**src/rtl/system_types.sv**
```systemverilog
// -----------------------------------------------------------------------------
// system_types
// Shared definitions for the system responder:
//   - system_header_t : 8-bit message header codes
//   - resp_state_t    : responder FSM states
//   - payload byte-field offsets and response payload builders
// No ports (package).
// -----------------------------------------------------------------------------
package system_types;

  typedef enum logic [7:0] {
    S_NOPE                         = 8'h00,
    S_HEARTBEAT                    = 8'h01,
    S_PARENT_REQUEST_FROM_NEIGHBOR = 8'h02,
    S_PARENT_ACK_FROM_NEIGHBOR     = 8'h03,
    S_JOIN_REQUEST                 = 8'h04,
    S_JOIN_ACK                     = 8'h05,
    S_SEARCH_FUNCTION              = 8'h06,
    S_SEARCH_FUNCTION_ACK          = 8'h07,
    S_RESET                        = 8'h08,
    S_DEBUG                        = 8'h09
  } system_header_t;

  typedef enum logic [1:0] {
    ST_IDLE   = 2'd0,
    ST_DECODE = 2'd1,
    ST_RESP   = 2'd2
  } resp_state_t;

  // Payload is addressed as byte fields counted from the MSB end.
  localparam int FLD0_LSB = 56;  // [63:56]
  localparam int FLD1_LSB = 48;  // [55:48]
  localparam int FLD2_LSB = 40;  // [47:40]

  // Child slot index width; covers up to 16 slots.
  localparam int SLOT_W = 4;

  function automatic logic [7:0] get_field(input logic [63:0] p, input int lsb);
    return p[lsb +: 8];
  endfunction

  // Every response carries at most three leading bytes; the rest is zero.
  function automatic logic [63:0] build_payload(input logic [7:0] b0,
                                                input logic [7:0] b1,
                                                input logic [7:0] b2);
    return {b0, b1, b2, 40'h0};
  endfunction

  function automatic logic [63:0] parent_ack_payload(input logic [7:0] self_id,
                                                     input logic [7:0] global_id);
    return build_payload(self_id, 8'h00, global_id);
  endfunction

  function automatic logic [63:0] join_ack_payload(input logic [7:0] rand_id,
                                                   input logic [7:0] self_id,
                                                   input logic [7:0] child_id);
    return build_payload(rand_id, self_id, child_id);
  endfunction

  function automatic logic [63:0] search_ack_payload(input logic [7:0] self_id,
                                                     input logic [7:0] flit_num);
    return build_payload(self_id, flit_num, 8'h00);
  endfunction

  function automatic logic [63:0] debug_payload(input logic [7:0] self_id,
                                                input logic [7:0] rx_byte0);
    return build_payload(self_id, rx_byte0, 8'h00);
  endfunction

endpackage

```
**src/rtl/system_child_table.sv**
```systemverilog
// -----------------------------------------------------------------------------
// system_child_table
// Tracks which child slots are in use and the random ID that claimed each one.
// Lookup is fully parallel (CAM style); the lowest free slot is reported for
// allocation. Table updates take effect on the next rising clock edge.
//
// Parameters:
//   MAX_CHILDREN : number of slots (1..16)
// Ports:
//   clk        in   clock
//   rst_n      in   asynchronous active-low reset, empties the table
//   lookup_id  in   random child ID to search for / store
//   alloc_en   in   claim the lowest free slot for lookup_id (ignored on hit)
//   clear_en   in   invalidate all slots (wins over alloc_en)
//   hit        out  lookup_id is held by a valid slot
//   hit_slot   out  index of that slot
//   free_found out  at least one slot is free
//   free_slot  out  lowest free slot index
// -----------------------------------------------------------------------------
module system_child_table
  import system_types::*;
#(
  parameter int MAX_CHILDREN = 8
) (
  input  logic              clk,
  input  logic              rst_n,
  input  logic [7:0]        lookup_id,
  input  logic              alloc_en,
  input  logic              clear_en,
  output logic              hit,
  output logic [SLOT_W-1:0] hit_slot,
  output logic              free_found,
  output logic [SLOT_W-1:0] free_slot
);

  logic [MAX_CHILDREN-1:0]      valid_q;
  logic [MAX_CHILDREN-1:0]      valid_d;
  logic [MAX_CHILDREN-1:0][7:0] rid_q;
  logic [MAX_CHILDREN-1:0][7:0] rid_d;
  logic [MAX_CHILDREN-1:0]      match;
  logic                         do_alloc;

  generate
    for (genvar gi = 0; gi < MAX_CHILDREN; gi++) begin : g_match
      assign match[gi] = valid_q[gi] && (rid_q[gi] == lookup_id);
    end
  endgenerate

  // At most one slot can match (an ID is never stored twice), so the
  // encoder only needs to pick any set bit; scanning downward keeps it
  // identical in shape to the free-slot encoder.
  always_comb begin
    hit      = 1'b0;
    hit_slot = '0;
    for (int i = MAX_CHILDREN - 1; i >= 0; i--) begin
      if (match[i]) begin
        hit      = 1'b1;
        hit_slot = SLOT_W'(i);
      end
    end
  end

  // Downward scan leaves the lowest free index in free_slot.
  always_comb begin
    free_found = 1'b0;
    free_slot  = '0;
    for (int i = MAX_CHILDREN - 1; i >= 0; i--) begin
      if (!valid_q[i]) begin
        free_found = 1'b1;
        free_slot  = SLOT_W'(i);
      end
    end
  end

  assign do_alloc = alloc_en && !hit && free_found;

  always_comb begin
    valid_d = valid_q;
    rid_d   = rid_q;
    if (clear_en) begin
      valid_d = '0;
    end else if (do_alloc) begin
      for (int i = 0; i < MAX_CHILDREN; i++) begin
        if (free_slot == SLOT_W'(i)) begin
          valid_d[i] = 1'b1;
          rid_d[i]   = lookup_id;
        end
      end
    end
  end

  always_ff @(posedge clk or negedge rst_n) begin
    if (!rst_n) begin
      valid_q <= '0;
      rid_q   <= '0;
    end else begin
      valid_q <= valid_d;
      rid_q   <= rid_d;
    end
  end

endmodule

```
**src/rtl/system_responder.sv**
```systemverilog
// -----------------------------------------------------------------------------
// system_responder
// Accepts one system request at a time, decodes it for one cycle and, when a
// response applies, holds it on the tx side until accepted. Join requests
// allocate child IDs from a child_base-relative slot table.
//
// Build option: define SYSTEM_RESPONDER_DEBUG_EN to answer S_DEBUG requests
// addressed to this node; otherwise S_DEBUG is consumed silently.
//
// Parameters:
//   MAX_CHILDREN      : child slots (1..16)
//   FUNCTION_FLIT_NUM : flit count reported in search-function acks
// Ports:
//   clk, rst_n                      clock, asynchronous active-low reset
//   self_id, global_id, child_base,
//   function_id                     node configuration (quasi-static)
//   joined                          node attached to tree; gates all acks
//   rx_valid/rx_ready/rx_header/
//   rx_payload                      inbound request handshake
//   tx_valid/tx_ready/tx_header/
//   tx_payload                      outbound response handshake
//   join_reject                     pulse when a join is dropped (table full)
// -----------------------------------------------------------------------------
module system_responder
  import system_types::*;
#(
  parameter int         MAX_CHILDREN      = 8,
  parameter logic [7:0] FUNCTION_FLIT_NUM = 8'd1
) (
  input  logic        clk,
  input  logic        rst_n,
  input  logic [7:0]  self_id,
  input  logic [7:0]  global_id,
  input  logic [7:0]  child_base,
  input  logic [7:0]  function_id,
  input  logic        joined,
  input  logic        rx_valid,
  output logic        rx_ready,
  input  logic [7:0]  rx_header,
  input  logic [63:0] rx_payload,
  output logic        tx_valid,
  input  logic        tx_ready,
  output logic [7:0]  tx_header,
  output logic [63:0] tx_payload,
  output logic        join_reject
);

  resp_state_t    state_q, state_d;
  system_header_t hdr_q, hdr_d;
  logic [63:0]    pay_q, pay_d;
  system_header_t tx_hdr_q, tx_hdr_d;
  logic [63:0]    tx_pay_q, tx_pay_d;

  logic              tbl_alloc;
  logic              tbl_clear;
  logic              tbl_hit;
  logic [SLOT_W-1:0] tbl_hit_slot;
  logic              tbl_free_found;
  logic [SLOT_W-1:0] tbl_free_slot;
  logic [7:0]        child_id;

  logic              respond;
  system_header_t    resp_hdr;
  logic [63:0]       resp_pay;

  logic [7:0] rx_b0;
  logic [7:0] rx_b1;

  assign rx_b0 = get_field(pay_q, FLD0_LSB);
  assign rx_b1 = get_field(pay_q, FLD1_LSB);

  system_child_table #(
    .MAX_CHILDREN(MAX_CHILDREN)
  ) u_child_table (
    .clk        (clk),
    .rst_n      (rst_n),
    .lookup_id  (rx_b0),
    .alloc_en   (tbl_alloc),
    .clear_en   (tbl_clear),
    .hit        (tbl_hit),
    .hit_slot   (tbl_hit_slot),
    .free_found (tbl_free_found),
    .free_slot  (tbl_free_slot)
  );

  // A returning child keeps its slot; a new one gets the lowest free slot.
  // The 8-bit add wraps naturally past 8'hFF.
  assign child_id = tbl_hit ? (child_base + {{(8-SLOT_W){1'b0}}, tbl_hit_slot})
                            : (child_base + {{(8-SLOT_W){1'b0}}, tbl_free_slot});

  // Gating with rst_n keeps rx_ready low while reset is held.
  assign rx_ready    = rst_n && (state_q == ST_IDLE);
  assign tx_valid    = (state_q == ST_RESP);
  assign tx_header   = tx_hdr_q;
  assign tx_payload  = tx_pay_q;

  always_comb begin
    state_d     = state_q;
    hdr_d       = hdr_q;
    pay_d       = pay_q;
    tx_hdr_d    = tx_hdr_q;
    tx_pay_d    = tx_pay_q;
    tbl_alloc   = 1'b0;
    tbl_clear   = 1'b0;
    join_reject = 1'b0;
    respond     = 1'b0;
    resp_hdr    = S_NOPE;
    resp_pay    = '0;

    unique case (state_q)
      ST_IDLE: begin
        if (rx_valid) begin
          hdr_d   = system_header_t'(rx_header);
          pay_d   = rx_payload;
          state_d = ST_DECODE;
        end
      end

      ST_DECODE: begin
        case (hdr_q)
          S_PARENT_REQUEST_FROM_NEIGHBOR: begin
            if (joined) begin
              respond  = 1'b1;
              resp_hdr = S_PARENT_ACK_FROM_NEIGHBOR;
              resp_pay = parent_ack_payload(self_id, global_id);
            end
          end

          S_JOIN_REQUEST: begin
            if (joined && (rx_b1 == self_id)) begin
              if (tbl_hit || tbl_free_found) begin
                respond   = 1'b1;
                resp_hdr  = S_JOIN_ACK;
                resp_pay  = join_ack_payload(rx_b0, self_id, child_id);
                tbl_alloc = !tbl_hit;
              end else begin
                join_reject = 1'b1;
              end
            end
          end

          S_SEARCH_FUNCTION: begin
            if (joined && (rx_b0 == function_id)) begin
              respond  = 1'b1;
              resp_hdr = S_SEARCH_FUNCTION_ACK;
              resp_pay = search_ack_payload(self_id, FUNCTION_FLIT_NUM);
            end
          end

          S_RESET: begin
            tbl_clear = 1'b1;
          end

`ifdef SYSTEM_RESPONDER_DEBUG_EN
          // Debug is a diagnostic path, not a tree ack, so it is not gated
          // by joined.
          S_DEBUG: begin
            if (rx_b1 == self_id) begin
              respond  = 1'b1;
              resp_hdr = S_DEBUG;
              resp_pay = debug_payload(self_id, rx_b0);
            end
          end
`endif

          default: begin
            // Heartbeats, acks, no-ops and unknown codes are consumed.
          end
        endcase

        if (respond) begin
          tx_hdr_d = resp_hdr;
          tx_pay_d = resp_pay;
          state_d  = ST_RESP;
        end else begin
          state_d  = ST_IDLE;
        end
      end

      ST_RESP: begin
        if (tx_ready) begin
          state_d  = ST_IDLE;
          tx_hdr_d = S_NOPE;
          tx_pay_d = '0;
        end
      end

      default: begin
        state_d = ST_IDLE;
      end
    endcase
  end

  always_ff @(posedge clk or negedge rst_n) begin
    if (!rst_n) begin
      state_q  <= ST_IDLE;
      hdr_q    <= S_NOPE;
      pay_q    <= '0;
      tx_hdr_q <= S_NOPE;
      tx_pay_q <= '0;
    end else begin
      state_q  <= state_d;
      hdr_q    <= hdr_d;
      pay_q    <= pay_d;
      tx_hdr_q <= tx_hdr_d;
      tx_pay_q <= tx_pay_d;
    end
  end

endmodule

```
**config.mk**
```make
export PLATFORM = sky130hd
export DESIGN_NAME = system_responder
export DESIGN_NICKNAME = d
export VERILOG_FILES = /design/src/rtl/system_types.sv /design/src/rtl/system_child_table.sv /design/src/rtl/system_responder.sv
export SDC_FILE = /design/constraint.sdc
export NUM_CORES = 1
export LEC_CHECK = 0
export CAP_MARGIN = 20
export CORE_MARGIN = 2
export CORE_UTILIZATION = 49
export DETAILED_ROUTE_END_ITERATION = 10
export HOLD_SLACK_MARGIN = 0.15
export PLACE_DENSITY = 0.81
export SLEW_MARGIN = 10
export SYNTH_ARGS = -nofsm -noshare
export SYNTH_HDL_FRONTEND = slang
export SYNTH_SLANG_ARGS = --single-unit
```
**constraint.sdc**
```tcl
create_clock -name clk -period 3.95 [get_ports clk]
set_input_delay 0.9875 -clock clk [delete_from_list [all_inputs] [get_ports clk]]
set_output_delay 0.9875 -clock clk [all_outputs]
set_load 0.02 [all_outputs]
```
==> metrics <==
outcome complete, no violations; Crit Path Class in -> out; Synth Area in Simple Gates between 10% and 20%; via count between 4k and 5k; post-synthesis cell type count 50; Ys Warns 0; Inserted Diodes 0; ys async rst share 100%; Post-DRT Antenna Nets 0; initial antenna violation count 0; commonest non-fill, non-tap cell in the layout dfrtp_1; vias in the first global route ~5k; multi-input combinational cell area between 0.003 and 0.004 mm²; total CTS buffers 17; Post-CTS Setup Bufs 0; post-synthesis mux area share between 10% and 20%; Yosys reg bits 125; routability cong. 0.842; Die Y between 100 and 150 µm; Hold WC Path Type reg -> reg; crit path DAT around 2.9 ns; DIE WIDTH around 120 µm; largest family of logic cells by synthesized area multiplexers; RSZ-0062 raised after global routing false; FMAX around 260 MHz; Cells after Synth between 500 and 600; setup ws final 0.0937 ns; H-tree lvl count 4; die area about 0.015 mm²; Synth Area per Inst between 10 and 15 µm²; PortBufs 90; Core Util, Final approximately 63%; Max FO, Critical Path 2; placed cells 853; complex-gate fraction of the synthesized area under 10%; Fin Hold WS between 0.5 and 0.6 ns; dominant synthesized flop cell dfrtp_1; final wirelength 15.2 mm; Fin Clk Skew slightly below 0.009 ns; worst vdd ir 0.332 mV; leakage power roughly 0.0039 µW; critical path startpoint category primary input; largest net degree at the start of global routing between 90 and 100; Post-synth EDFFs 0; num rows 42; CP Capture Type output pin; worst-skew pair later-pin latency 0.42 ns; Max-Cap Viols 0; P per Cell Area around 400 mW/mm²; core footprint ~0.013 mm²; final setup vio count 0; Non-Filler Instances 884; global-route wire length before repair 24.7 mm; xor and xnor area share after synthesis approximately 11%; sequential area share after synthesis 46.1%; vias per inst around 5.3; CTS root buffer clkbuf_16; residual DRC count 0; synthesis-to-layout area growth 25.4%; Period Utilization, post-route between 90 and 100%; total track usage around 22%; most frequent cells in the layout dfrtp_1 (119), mux2_2 (104), clkdlybuf4s50_1 (88); drt first-iter violations 180; CTS Buffer Depth 2; Initial Utilization between 50% and 60%; FF+latch area approximately 0.0031 mm²; CTS sink count around 130; layout cells sized above 1 27.8%; Layout fillers between 900 and 1k; DP HPWL between 10 and 15 mm; Reg clk slew, reported paths ~0.05 ns; worst slack, placed -0.423 ns; minimum clock period ~3.9 ns; Rel. slew slack 38.9%; Pins Over Slew Limit 0; first-pass iteration count of the detailed router 4; Worst-Margin Slew roughly 0.91 ns; Hold Vio Cnt, Final 0; CP Data Required Time between 2 and 3 ns; I/O Pins between 150 and 200; Wirelength per Cell around 17 µm; CTS Hold Bufs 0; mapped cell area slightly below 0.007 mm²; CTS tree done; Adder-Cell Fraction of Synth Area roughly 1.0%; gr ovfl total 0; Nets 810
==> routing by layer <==
| layer | up-vias | GRT usage [%] | share of wire, % |
|---|---|---|---|
| met3 | 35 | 3.84 | 5.0 |
| met4 | 0 | 10.7 | 2.7 |
| li1 | 2134 | - | - |
| met5 | - | 0 | 0 |
| met1 | 2370 | 26.3 | 41 |
| met2 | 162 | 38.1 | 51 |
==> worst paths after layout <==
kind / start / endpoint / slack (ns) / cells after the start
setup / recovery: self_id[3] / join_reject / 0.09 / 9
setup reg to reg: pay_q[60] / tx_payload[44] / 0.34 / 16
max in group asynchronous: rst_n / pay_q[63] / 2.14 / 3
min in group asynchronous: rst_n / state_q[1] / 0.60 / 2
hold / removal: tx_payload[63] / tx_payload[63] / 0.51 / 1
hold reg to reg: tx_payload[63] / tx_payload[63] / 0.51 / 1
==> worst max-delay path, stage by stage <==
cell             delay, ns
clkdlybuf4s50_1       0.45
xor2_1                0.17
nor4_2                0.28
buf_4                 0.17
nand4_2               0.15
nor2_4                0.18
nand4_4               0.11
nor2_1                0.17
buf_2                 0.19
==> registers in the layout (all words and copies together), names as in the netlist <==
name and flops:
hdr_q 8, tx_header 3, tx_payload 24, u_child_table.rid_q 64
state_q 2, pay_q 16, u_child_table.valid_q 8
==> logic make-up (layout without fill, tap and decap cells) <==
family	after synthesis	count (layout)
AO/OA/AOI/OAI	45	45
XOR/XNOR	86	86
adder cells (fa/ha/maj)	5	5
buffers and inverters	85	176
flip-flops	125	125
multiplexers	113	113
other	1	45
AND/OR/NAND/NOR	113	113
==> metrics by stage <==
step | instance area (µm²) | setup TNS [ns] | total power (µW)
after floorplan | 6950 | 0 | 1730
after global placement | 7920 | -0.335 | 1870
after detailed placement | 7920 | -0.423 | 1890
after CTS | 8490 | 0 | 3400
after global routing | 8510 | 0 | 3530
final | 8510 | 0 | 3390
==> report_power, final <==
part,total (µW),switching [µW],internal (µW)
Combinational,445,217,228
Sequential,1430,100,1330
Clock,1510,553,956
==> cell usage after synthesis, types with 2 or more instances <==
master / instances / area share (%)
and2_1: 3 / 0.28
a22o_1: 17 / 2.2
nor4_1: 2 / 0.18
buf_4: 54 / 6.0
nor3b_1: 3 / 0.33
clkbuf_1: 13 / 0.72
inv_1: 16 / 0.89
dfrtp_1: 125 / 46
or3_1: 2 / 0.18
nor3_1: 13 / 0.96
nand2_1: 31 / 1.7
xnor2_1: 70 / 9.0
mux2i_1: 8 / 1.2
xor2_1: 16 / 2.1
a21o_1: 6 / 0.66
a21oi_1: 5 / 0.37
nand2b_1: 6 / 0.55
nand3_1: 14 / 1.0
o21a_1: 2 / 0.22
and3_1: 2 / 0.18
nor2_1: 8 / 0.44
mux2_2: 104 / 17
buf_2: 2 / 0.15
o21ai_0: 8 / 0.59
ha_1: 4 / 0.74
nor4b_4: 3 / 1.1
nand4_1: 12 / 1.1
a21boi_0: 2 / 0.22
==> repair_timing <==
item,4_1_cts,5_1_grt
gates resized for setup,4,7
endpoints found under the hold margin,0,0
setup endpoints to repair,1,3
pin swaps,1,0
==> layout make-up <==
class	instances	area share, %
multi-input cells	407	38.9
flip-flops and latches	125	36.9
inverters	16	0.706
clock buffers	21	5.41
repair buffers	129	14.1
well taps	176	2.59
clock inverters	10	1.37
(Power assumes the default switching activity.)
